--- src/rtl/regfile.sv ---
// -----------------------------------------------------------------------------
// regfile
//   Integer register file at the write-back end of the mem_wb pipeline
//   register. One synchronous write port fed by wb_rd_*, two combinational
//   read ports serving the id stage, plus a committed-write counter and the PC
//   of the last committed write for debug/trace. Entry x0 always reads zero.
//
//   Build option: define REGFILE_BYPASS_EN to forward the write-port data to
//   a read port that addresses the register being written in the same cycle.
//   Without it, reads return the stored value and a write shows up the cycle
//   after its edge.
//
// Ports
//   clk        in   clock, all state changes on posedge
//   rst        in   synchronous active-high reset (clears entries, counter, PC)
//   we         in   write enable
//   waddr      in   write index
//   wdata      in   write data
//   wb_pc      in   PC of the instruction in write-back
//   re1/re2    in   read port enables
//   raddr1/2   in   read port indices
//   rdata1/2   out  read port data (combinational)
//   wb_cnt     out  number of committed writes (wraps)
//   last_wb_pc out  wb_pc of the most recent committed write
// -----------------------------------------------------------------------------
module regfile #(
  parameter int DATA_W = 32,
  parameter int ADDR_W = 5,
  parameter int PC_W   = 32,
  parameter int CNT_W  = 32
) (
  input  logic              clk,
  input  logic              rst,
  input  logic              we,
  input  logic [ADDR_W-1:0] waddr,
  input  logic [DATA_W-1:0] wdata,
  input  logic [PC_W-1:0]   wb_pc,
  input  logic              re1,
  input  logic [ADDR_W-1:0] raddr1,
  output logic [DATA_W-1:0] rdata1,
  input  logic              re2,
  input  logic [ADDR_W-1:0] raddr2,
  output logic [DATA_W-1:0] rdata2,
  output logic [CNT_W-1:0]  wb_cnt,
  output logic [PC_W-1:0]   last_wb_pc
);

  localparam int NREG = 2 ** ADDR_W;

  logic [DATA_W-1:0] r_regs [NREG];
  logic [CNT_W-1:0]  r_wb_cnt;
  logic [PC_W-1:0]   r_last_wb_pc;

  logic w_commit;
  logic w_byp1;
  logic w_byp2;

  // Writes aimed at x0 are discarded entirely, including the trace state.
  assign w_commit = we && (waddr != '0);

  // Read port value: zero under reset, when disabled, or for x0; otherwise
  // either the in-flight write data (bypass hit) or the stored entry.
  function automatic logic [DATA_W-1:0] f_read(
    input logic              i_rst,
    input logic              i_re,
    input logic [ADDR_W-1:0] i_raddr,
    input logic              i_byp,
    input logic [DATA_W-1:0] i_wdata,
    input logic [DATA_W-1:0] i_stored
  );
    logic [DATA_W-1:0] v;
    if (i_rst || !i_re || (i_raddr == '0)) v = '0;
    else if (i_byp)                        v = i_wdata;
    else                                   v = i_stored;
    return v;
  endfunction

`ifdef REGFILE_BYPASS_EN
  // Same-cycle write-through closes the WB->ID hazard without a stall.
  assign w_byp1 = we && (raddr1 == waddr);
  assign w_byp2 = we && (raddr2 == waddr);
`else
  assign w_byp1 = 1'b0;
  assign w_byp2 = 1'b0;
`endif

  always_ff @(posedge clk) begin
    if (rst) begin
      for (int i = 0; i < NREG; i++) r_regs[i] <= '0;
      r_wb_cnt     <= '0;
      r_last_wb_pc <= '0;
    end else if (w_commit) begin
      r_regs[waddr] <= wdata;
      r_wb_cnt      <= r_wb_cnt + CNT_W'(1);
      r_last_wb_pc  <= wb_pc;
    end
  end

  assign rdata1     = f_read(rst, re1, raddr1, w_byp1, wdata, r_regs[raddr1]);
  assign rdata2     = f_read(rst, re2, raddr2, w_byp2, wdata, r_regs[raddr2]);
  assign wb_cnt     = r_wb_cnt;
  assign last_wb_pc = r_last_wb_pc;

endmodule

--- config.mk ---
export PLATFORM = sky130hd
export DESIGN_NAME = regfile
export DESIGN_NICKNAME = d
export VERILOG_FILES = /design/src/rtl/regfile.sv
export SDC_FILE = /design/constraint.sdc
export NUM_CORES = 2
export LEC_CHECK = 0
export BUFFER_PORTS_ARGS = -buffer_cell sky130_fd_sc_hd__buf_2
export CAP_MARGIN = 5
export CORE_MARGIN = 5
export CORE_UTILIZATION = 45
export CTS_CLUSTER_SIZE = 30
export DETAILED_ROUTE_END_ITERATION = 6
export PLACE_DENSITY = 0.6
export SLEW_MARGIN = 20
export SYNTH_ARGS = -nofsm -noshare
export SYNTH_HDL_FRONTEND = slang
export SYNTH_SLANG_ARGS = --single-unit
--- constraint.sdc ---
create_clock -name clk -period 3 [get_ports clk]
set_clock_uncertainty 0.2 [all_clocks]
set_input_delay 0.45 -clock clk [delete_from_list [all_inputs] [get_ports clk]]
set_output_delay 0.45 -clock clk [all_outputs]
set_load 0.01 [all_outputs]
==> reports/metrics.yaml <==
run_status:
  outcome: "complete, but fails checks"
  violations: "negative setup slack"
power:
  p_int_mw: 28.3
  p_seq_share_pct: 47.7
  combinationalPowerShare_pct: 11.4
  sw_frac_of_total_pct: 24.3
  totalPowerFinal_mw: 37.4
  p_clk_share_pct: 41.0
  power.density_nw_per_um2: 553
  switchingPower_mw: 9.07
  peakVddDrop_v: 0.000474
  leakagePower_nw: 25.4
timing:
  relSlewSlack_pct: 45.5
  post-route-min-period_ps: 3280
  setup_viol: 35
  period_share_pct: 109
  hold_violations: 0
  fin_ws_ps: -277
  rsz0062_at_grt: "yes"
  worst_pin_slew_ps: 818
  slew_violations: 0
  max_freq_mhz: 305
global_route:
  gr-usage-all-layers_pct: 27.3
  grt_pass1_vias: 39000
  antenna_found_initial: 8
  grt_max_degree: 74
  overflow: 0
  grt_pass1_wl_um: 270000
detailed_routing:
  via_per_inst: 6.04
  vias: 38300
  dr.pass1.iters: 6
  first_iter_violations: 4006
  drc: 0
  ant_nets: 0
  wire_per_inst_um: 29.5
  drt_wl_total_um: 187000
die:
  design.core.area_um2: 126000
  num_io_pins: 212
  num_rows: 130
  start_util_pct: 45.4
  die_h_um: 367
  die-area_um2: 134000
  chipWidth_um: 367
logic_synthesis:
  synth_area_um2: 57200
  syn_area_per_cell_um2: 13.3
  synth_flop_cell: "edfxtp_1"
  synth_seq_area_share_pct: 55.9
  netlist_instances: 4315
  synth-edff-count: 1024
  synth.distinct_cells: 43
  ys_ff_latch: 1088
  synthArstFlopShare_pct: 0
  ys_warn_count: 0
place:
  gp_congestion: 0.935
  post-place-ws_ps: -128
  dpl.hpwl_um: 121000
  io_buffers: 211
  placed_area_um2: 62700
  place_inst: 6078
clock_network:
  cts_tree: "done"
  worst_setup_hold_path_clk_slew_ps: 60
  numCtsBuffers: 120
  cts.path.max_buffers: 3
  root_buffer: "clkbuf_16"
  clk_latency_ps: 730
  clock-sinks: 1088
  ctsHtreeMaxLevel: 3
finish:
  final_cell_mix: "edfxtp_1 (1024), and2_1 (994), mux2i_1 (512)"
  final_core_util_pct: 53.7
  drive_gt1_share_pct: 24.4
  design_area_um2: 67700
  final_cell_count_no_fill: 6337
  nNetsFinal: 4667
  multi_input_area_um2: 24300
  fillers: 10300
  syn2layout_area_growth_pct: 18.2
  final_common_cell: "edfxtp_1"
  regArea_um2: 32000
worst_setup_path:
  worst_ep_arrival_time_ps: 2630
  crit_type: "register to output pin"
  crit_required_ps: 2350
  cp-end-kind: "output pin"
  crit_path_max_fanout: 2
  critPathLaunchType: "register"
run:
  maxCapViolations: 0
hold_path:
  min_path_type: "input pin to register"
-- power by group through the flow --
stage | registers [mW] | clock network [mW] | logic, mW
floorplan | 18.0 | 0 | 2.36
global placement | 18.1 | 0 | 4.02
detailed placement | 18.1 | 0 | 4.04
CTS | 17.8 | 15.5 | 4.20
global route | 17.9 | 16.1 | 4.46
finish | 17.8 | 15.3 | 4.25
-- what timing repair did --
item / in CTS / in global routing
buffers inserted: 0 / 0
setup endpoints to repair: 62 / 64
pin swaps: 46 / 16
hold endpoints to repair: 32 / 0
hold buffers: 32 / 0
gates resized for setup: 128 / 36
cloned: 0 / 0
-- synthesized netlist by cell type, types with 6 or more instances --
cell,n,share of area (%)
buf_2,112,0.98
and2_1,996,11
buf_6,10,0.20
nand4_1,75,0.82
edfxtp_1,1024,54
nor4_1,7,0.076
dfxtp_1,64,2.2
xor2_1,8,0.12
nor2_4,7,0.14
nand3b_1,6,0.079
mux2i_1,512,9.0
or2_2,31,0.34
buf_1,8,0.052
a22oi_1,255,3.3
nor3_1,10,0.087
nor2_1,62,0.41
mux2_2,64,1.3
mux4_2,256,10
nand3_1,140,1.2
a21oi_1,102,0.89
xnor2_1,16,0.24
nand2_1,211,1.4
clkbuf_1,286,1.9
-- sequential cells by signal (all words and copies together) (netlist names) --
name / flops
last_wb_pc: 32
r_regs: 1024
wb_cnt: 32
-- through the flow --
stage / hold WS (ps) / TNS [ps]
2_1_floorplan: 281 / 0
3_3_place_gp: 238 / -210
3_5_place_dp: 243 / -177
4_1_cts: 58.7 / -6130
5_1_grt: 115 / -7880
6_report: 125 / -4470
-- critical path, cell delays in order (launching register included) --
cell	delay, ps
edfxtp_1	380
mux4_2	490
mux2_2	280
nand2_2	130
nand4_1	330
buf_2	270
-- worst paths after layout --
check	slack (ps)	cells past startpoint	endpoint	startpoint
max	-280	5	rdata2[15]	r_regs[10][15]
min	130	4	last_wb_pc[31]	we
max reg2reg	620	6	wb_cnt[26]	wb_cnt[0]
min reg2reg	250	2	last_wb_pc[26]	last_wb_pc[26]
-- layout make-up --
type                            count  share of cell area [%]
Antenna cell                        6                  0.0222
Clock buffer                      152                    4.78
Clock inverter                     69                    1.21
Inverter                            5                  0.0277
Multi-Input combinational cell   2832                    35.9
Sequential cell                  1088                    47.3
Tap cell                         1650                    3.05
Timing Repair Buffer              535                    7.71
-- logic make-up (layout without fill, tap and decap cells) --
| group | after synthesis | count (layout) | share of synthesized area, % |
|---|---|---|---|
| flops | 1088 | 1088 | 55.9 |
| buf+inv | 426 | 761 | 3.18 |
| compound gates | 368 | 368 | 4.38 |
| xor+xnor | 24 | 24 | 0.367 |
| simple gates | 1575 | 1575 | 15.8 |
| mux | 832 | 832 | 20.3 |
| other cells | 1 | 38 | 0.00655 |
| fa+ha+maj | 1 | 1 | 0.0219 |
-- metal layers --
layer | track usage (%) | wire length [µm] | share of wire, %
met1 | 36.2 | 75200 | 40
met2 | 44.6 | 88400 | 47
met3 | 4.20 | 13400 | 7.2
met4 | 12.2 | 9660 | 5.2
met5 | 0 | 0 | 0
Note: power is estimated with default switching activity, not from simulation.
